[config.mk]
export PLATFORM = sky130hd
export DESIGN_NAME = spi_master_engine_flat
export DESIGN_NICKNAME = d
export VERILOG_FILES = /design/src/rtl/spi_master_engine_if.sv /design/src/rtl/spi_master_engine.sv /design/src/flat_wrapper.sv
export SDC_FILE = /design/constraint.sdc
export NUM_CORES = 1
export LEC_CHECK = 0
export CAP_MARGIN = 30
export CORE_MARGIN = 2
export CORE_UTILIZATION = 40
export CTS_CLUSTER_DIAMETER = 60
export CTS_CLUSTER_SIZE = 24
export DETAILED_ROUTE_END_ITERATION = 6
export HOLD_SLACK_MARGIN = 0.15
export PLACE_DENSITY = 0.66
export SLEW_MARGIN = 25
export SYNTH_ARGS = -nofsm -noshare
export SYNTH_HDL_FRONTEND = slang
export SYNTH_SLANG_ARGS = --single-unit
[constraint.sdc]
create_clock -name clock -period 2.7 [get_ports clock]
set_input_delay 0.27 -clock clock [delete_from_list [all_inputs] [get_ports clock]]
set_output_delay 0.27 -clock clock [all_outputs]
set_load 0.05 [all_outputs]
[src/rtl/spi_master_engine_if.sv]
// Host-side PIO bus bundle for the SPI page peripheral.
// The glue logic drives it as master and the engine responds as slave.
interface spi_master_engine_if;
   logic       chip_enable;
   logic       read_write_n;
   logic [1:0] host_address;
   logic [7:0] host_din;
   logic [7:0] host_qout;

   modport master (output chip_enable, read_write_n, host_address, host_din,
                   input  host_qout);
   modport slave  (input  chip_enable, read_write_n, host_address, host_din,
                   output host_qout);
endinterface

[src/rtl/spi_master_engine.sv]
// Byte-wide, rate-programmable SPI master with a handshaked host register page.
// Handles one byte per transfer, MSB first, with a busy/done/overrun status and a level IRQ.
module spi_master_engine #(
   parameter int DIV_WIDTH = 7,
   parameter int RATE_MAX  = 6
) (
   input  logic                clock,
   input  logic                reset,
   spi_master_engine_if.slave  host,
   output logic                spi_sclk,
   output logic                spi_mosi,
   input  logic                spi_miso,
   output logic                busy,
   output logic                done_irq
);

   typedef enum logic [1:0] {IDLE, SHIFT, TAIL} state_t;

   state_t               state, state_next;
   logic                 wr_req, wr_req_p0, wr_pulse_p1;
   logic [1:0]           wr_addr_p1;
   logic [7:0]           wr_data_p1;
   logic                 data_wr, ctrl_wr, clr_wr;
   logic [4:0]           ctrl;
   logic [7:0]           rx_byte, shift_reg;
   logic                 done, overrun;
   logic [2:0]           rate_l;
   logic                 cpol_l;
   logic                 miso_s;
   logic [4:0]           edge_cnt;
   logic [DIV_WIDTH-1:0] presc, half_m1;
   logic                 start, tick, finish;

   function automatic logic [2:0] clamp_rate(input logic [2:0] r);
      return (r > 3'(RATE_MAX)) ? 3'(RATE_MAX) : r;
   endfunction

   // Stage p0/p1: registered write-strobe edge detect with captured address/data
   assign wr_req = host.chip_enable & ~host.read_write_n;

   always_ff @(posedge clock or posedge reset) begin
      if (reset) begin
         wr_req_p0   <= 1'b0;
         wr_pulse_p1 <= 1'b0;
         wr_addr_p1  <= 2'd0;
         wr_data_p1  <= 8'h00;
      end else begin
         wr_req_p0   <= wr_req;
         wr_pulse_p1 <= wr_req & ~wr_req_p0;
         if (wr_req & ~wr_req_p0) begin
            wr_addr_p1 <= host.host_address;
            wr_data_p1 <= host.host_din;
         end
      end
   end

   assign data_wr = wr_pulse_p1 && (wr_addr_p1 == 2'd0);
   assign ctrl_wr = wr_pulse_p1 && (wr_addr_p1 == 2'd1);
   assign clr_wr  = wr_pulse_p1 && (wr_addr_p1 == 2'd3);
   assign half_m1 = DIV_WIDTH'((32'd1 << rate_l) - 32'd1);

   always_ff @(posedge clock or posedge reset) begin
      if (reset) state <= IDLE;
      else       state <= state_next;
   end

   always_comb begin
      state_next = state;
      start      = 1'b0;
      tick       = 1'b0;
      finish     = 1'b0;
      case (state)
         IDLE: begin
            if (data_wr) begin
               start      = 1'b1;
               state_next = SHIFT;
            end
         end
         SHIFT: begin
            if (presc == half_m1) begin
               tick = 1'b1;
               if (edge_cnt == 5'd15) state_next = TAIL;
            end
         end
         TAIL: begin
            if (presc == half_m1) begin
               finish     = 1'b1;
               state_next = IDLE;
            end
         end
         default: state_next = IDLE;
      endcase
   end

   always_ff @(posedge clock or posedge reset) begin
      if (reset) begin
         ctrl      <= 5'd0;
         rx_byte   <= 8'h00;
         shift_reg <= 8'h00;
         done      <= 1'b0;
         overrun   <= 1'b0;
         rate_l    <= 3'd0;
         cpol_l    <= 1'b0;
         miso_s    <= 1'b0;
         edge_cnt  <= 5'd0;
         presc     <= '0;
         spi_sclk  <= 1'b0;
         spi_mosi  <= 1'b0;
      end else begin
         if (ctrl_wr) ctrl <= wr_data_p1[4:0];

         // A DATA write while not idle (including the final TAIL clock) is dropped
         if (data_wr && state != IDLE) overrun <= 1'b1;
         else if (clr_wr)              overrun <= 1'b0;

         if (finish)      done <= 1'b1;
         else if (clr_wr) done <= 1'b0;

         case (state)
            IDLE: begin
               spi_sclk <= ctrl[3];
               if (start) begin
                  shift_reg <= wr_data_p1;
                  edge_cnt  <= 5'd0;
                  presc     <= '0;
                  rate_l    <= clamp_rate(ctrl[2:0]);
                  cpol_l    <= ctrl[3];
                  spi_mosi  <= wr_data_p1[7];
               end
            end
            SHIFT: begin
               if (tick) begin
                  presc    <= '0;
                  edge_cnt <= edge_cnt + 5'd1;
                  if (!edge_cnt[0]) begin
                     miso_s   <= spi_miso;
                     spi_sclk <= ~spi_sclk;
                  end else begin
                     shift_reg <= {shift_reg[6:0], miso_s};
                     if (edge_cnt == 5'd15) begin
                        spi_sclk <= cpol_l;
                     end else begin
                        spi_sclk <= ~spi_sclk;
                        spi_mosi <= shift_reg[6];
                     end
                  end
               end else begin
                  presc <= presc + 1'b1;
               end
            end
            TAIL: begin
               if (finish) rx_byte <= shift_reg;
               else        presc   <= presc + 1'b1;
            end
            default: ;
         endcase
      end
   end

   assign busy     = (state != IDLE);
   assign done_irq = done & ctrl[4];

   always_comb begin
      host.host_qout = 8'h00;
      case (host.host_address)
         2'd0:    host.host_qout = rx_byte;
         2'd1:    host.host_qout = {3'b000, ctrl};
         2'd2:    host.host_qout = {5'b00000, overrun, done, busy};
         default: host.host_qout = 8'h00;
      endcase
   end

endmodule
[src/flat_wrapper.sv]
// flat-port wrapper written by rule: the top's interface ports become plain ports
module spi_master_engine_flat 
#(
   parameter int DIV_WIDTH = 7,
   parameter int RATE_MAX  = 6
)
  (clock, reset, spi_sclk, spi_mosi, spi_miso, busy, done_irq, host_chip_enable, host_read_write_n, host_host_address, host_host_din, host_host_qout);
  spi_master_engine_if host_i ();
  input  logic clock;
  input  logic reset;
  output logic spi_sclk;
  output logic spi_mosi;
  input  logic spi_miso;
  output logic busy;
  output logic done_irq;
  input wire logic [$bits(host_i.chip_enable)-1:0] host_chip_enable;
  input wire logic [$bits(host_i.read_write_n)-1:0] host_read_write_n;
  input wire logic [$bits(host_i.host_address)-1:0] host_host_address;
  input wire logic [$bits(host_i.host_din)-1:0] host_host_din;
  output wire logic [$bits(host_i.host_qout)-1:0] host_host_qout;
  assign host_i.chip_enable = host_chip_enable;
  assign host_i.read_write_n = host_read_write_n;
  assign host_i.host_address = host_host_address;
  assign host_i.host_din = host_host_din;
  assign host_host_qout = host_i.host_qout;
  spi_master_engine #(.DIV_WIDTH(DIV_WIDTH), .RATE_MAX(RATE_MAX)) u_core (.clock(clock), .reset(reset), .host(host_i), .spi_sclk(spi_sclk), .spi_mosi(spi_mosi), .spi_miso(spi_miso), .busy(busy), .done_irq(done_irq));
endmodule
==> metrics.md <==
| Metric | Value |
|---|---|
| Outcome | `completed` |
| Crit path arrival time | `around 2.8 ns` |
| Max Cap Viol | `0` |
| Drt total wl | `6430 um` |
| Top cells by instance count after synthesis | `56 x dfrtp_1, 39 x mux2_2, 19 x nand2_1` |
| Hold crit path type | `input pin to asynchronous set/reset pin` |
| Slowest CP cell | `or4_1` |
| Synthesized cell area | `3060 sq um` |
| Clock-pin slew on the worst setup and hold paths | `0.11 ns` |
| CTS H-tree lvls | `2` |
| Number of remaining DRC errors | `0` |
| Post-synth cell types | `51` |
| Slew HR | `between 50% and 60%` |
| Placed cells | `between 400 and 500` |
| Final worst slack | `0.132 ns` |
| Synth top area cells | `dfrtp_1 46%, mux2_2 14%, mux2i_1 3.6%, ha_1 3.3%, o21ai_0 2.5%` |
| Avg WL per Cell | `15.6 um` |
| Final setup vio count | `0` |
| Via Count | `roughly 2200` |
| Reg2Reg Setup Slack | `approximately 0.13 ns` |
| Hold Slack | `between 0.4 and 0.5 ns` |
| Worst-Skew Late Latency | `0.32 ns` |
| Vias in the first global route | `between 2000 and 2500` |
| CTS Sinks | `56` |
| Total track usage | `16.4%` |
| Placement-stage cell area | `about 3400 sq um` |
| Initial antenna violation count | `0` |
| Core Footprint | `about 7300 sq um` |
| CP endpoint | `u_core.shift_reg[3]` |
| Pre-CTS WS | `0.0122 ns` |
| Grt met3 use | `2.74%` |
| CTS max path bufs | `2` |
| CTS root buf | `clkbuf_8` |
| Synthesized Nets | `a little over 300` |
| RR Endpoint | `u_core.shift_reg[3]` |
| Crit path launch type | `flop` |
| Gpl congestion | `~0.86` |
| Seq/Total Area, Yosys | `between 40% and 50%` |
| First-pass GRT wire length | `~11000 um` |
| Most used routing layer in global routing | `met2` |
| PortBufs | `26` |
| Area leader, netlist | `dfrtp_1` |
| DIE HEIGHT | `approximately 90 um` |
| Most common cell in the netlist | `dfrtp_1` |
| Worst Path Required | `2.91 ns` |
| Critical Path, Cell by Cell | `buf_4, or4_1, a21o_1, a32o_2, nor3_4, a41o_1, mux2_2` |
| Setup_tns | `0 ns` |
| CTS tree | `built` |
| GR Layer Usage met1 | `22.6%` |
| Overflow after GRT | `0` |
| Worst slew pin tran | `~0.7 ns` |
| Yosys warns | `0` |
| CTS Buf Count | `5` |
| PD cells | `about 940 nW/um^2` |
| #FFs+latches synth | `between 50 and 60` |
| Initial core utilization | `between 40% and 50%` |
| Ports | `27` |
| Crit path max fanout | `11` |
| Die area | `roughly 8400 sq um` |
| FF-to-FF Start | `u_core.rate_l[2]` |
| Share of cells above drive strength 1 | `24.4%` |
| Ant. Diodes | `0` |
| Layout net count | `~330` |
| Mean Syn Cell Area | `between 10 and 15 sq um` |
| Tcrit/Tclk final | `a little over nine tenths` |
| Met2 Usage GRT | `between 20% and 30%` |
| Clock Skew | `between 0.005 and 0.006 ns` |
| Leak Pwr | `1.57 nW` |
| Pins Over Slew Limit | `0` |
| Tmin final | `~2.6 ns` |
| Ys async rst share | `100%` |
| Worst Reg-to-Reg Cells | `7` |
| Pin count of the biggest net entering global routing | `57` |
| Mapped Cells | `between 200 and 300` |
| DPL Wire Length | `around 4600 um` |
| Worst vdd ir | `426 uV` |
| Die width | `roughly 91 um` |
| Row cnt | `31` |
| CP max stage delay | `0.49 ns` |
| DR iter-0 viols | `100` |
| DR vias/cell | `between 5 and 6` |
| Synth Flop Type | `dfrtp_1` |
| Fmax | `between 0.3 and 0.4 GHz` |
| EDFF count, synth | `0` |
| Cell area after layout | `3550 sq um` |
| Crit path from | `u_core.rate_l[2]` |
| Area Growth Syn to Fin | `16.1%` |
| WS Path Type | `flop to flop` |
| Worst Setup End Kind | `flop` |
| Antenna viol nets, final | `0` |
| Final Non-Filler Cells | `approximately 400` |
| Pre-antenna DRT Iters | `4` |
| Hold Fails Final Rpt | `0` |
| Share of Yosys cell area claimed by the top area cell type | `between 40% and 50%` |
## cell type report
cell class / count / area, sq um
Fill cell: 672 / 3780
Multi-Input combinational cell: 200 / 1560
Sequential cell: 56 / 1400
Timing Repair Buffer: 38 / 338
Tap cell: 99 / 124
Clock buffer: 5 / 68.8
Inverter: 10 / 37.5
Clock inverter: 3 / 21.3
## worst min-delay path by stage
stage | startpoint | endpoint | slack, ns | cells past startpoint
2_1_floorplan | host_read_write_n | u_core.wr_req_p0 | 0.34 | 1
3_3_place_gp | u_core.rx_byte[6] | u_core.rx_byte[6] | 0.48 | 1
3_5_place_dp | u_core.done | u_core.done | 0.49 | 2
4_1_cts | host_read_write_n | u_core.wr_req_p0 | 0.47 | 2
5_1_grt | host_read_write_n | u_core.wr_req_p0 | 0.49 | 2
6_report | reset | u_core.wr_req_p0 | 0.46 | 3
## critical path, delay by kind of cell, from the launching register on
family / cells / cell delay, ns
AO/OA/AOI/OAI: 3 / 0.88
buffers and inverters: 1 / 0.17
flip-flops: 1 / 0.40
multiplexers: 1 / 0.39
AND/OR/NAND/NOR: 2 / 0.62
## per-layer routing
layer,wire length [um],vias to the layer above
met5,0,-
met4,95,0
met3,197,11
met2,3080,42
met1,3060,1104
li1,-,1077
## repair_timing
action                     4_1_cts  5_1_grt
setup endpoints to repair        0       26
hold buffers                     0        0
gates resized for setup          0        4
buffers inserted                 0        0
## placed cells by master, fill, tap and decap left out, drive strengths merged, types with 7 or more instances in the layout
cell type,instances
dfrtp,56
inv,11
buf,17
o21ai,16
nand2,19
a21oi,10
and2,7
mux2i,11
ha,8
clkdlybuf4s50,21
mux2,43
nor2,18
## report_power, final
group / internal [mW] / switching [mW] / leakage (nW) / total (mW)
combinational: 0.696 / 0.892 / 0.810 / 1.59
sequential: 1.06 / 0.200 / 0.715 / 1.26
clock: 0.185 / 0.296 / 0.0445 / 0.482
## logic make-up (layout without fill, tap and decap cells)
family	after synthesis	count (layout)	share of synthesized area (%)
compound gates	50	50	10.9
xor+xnor	5	5	1.43
fa+ha+maj	8	8	3.27
buf+inv	24	56	3.97
flops	56	56	45.8
mux	54	54	19.9
simple gates	83	83	14.8
## per-stage QoR
| stage | utilization [%] | power (mW) |
|---|---|---|
| 2_1_floorplan | - | 2.41 |
| 3_3_place_gp | 47.0 | 2.78 |
| 3_5_place_dp | 47.0 | 2.82 |
| 4_1_cts | 48.2 | 3.30 |
| 5_1_grt | 48.5 | 3.58 |
| 6_report | 48.5 | 3.33 |
(Power assumes the default switching activity.)
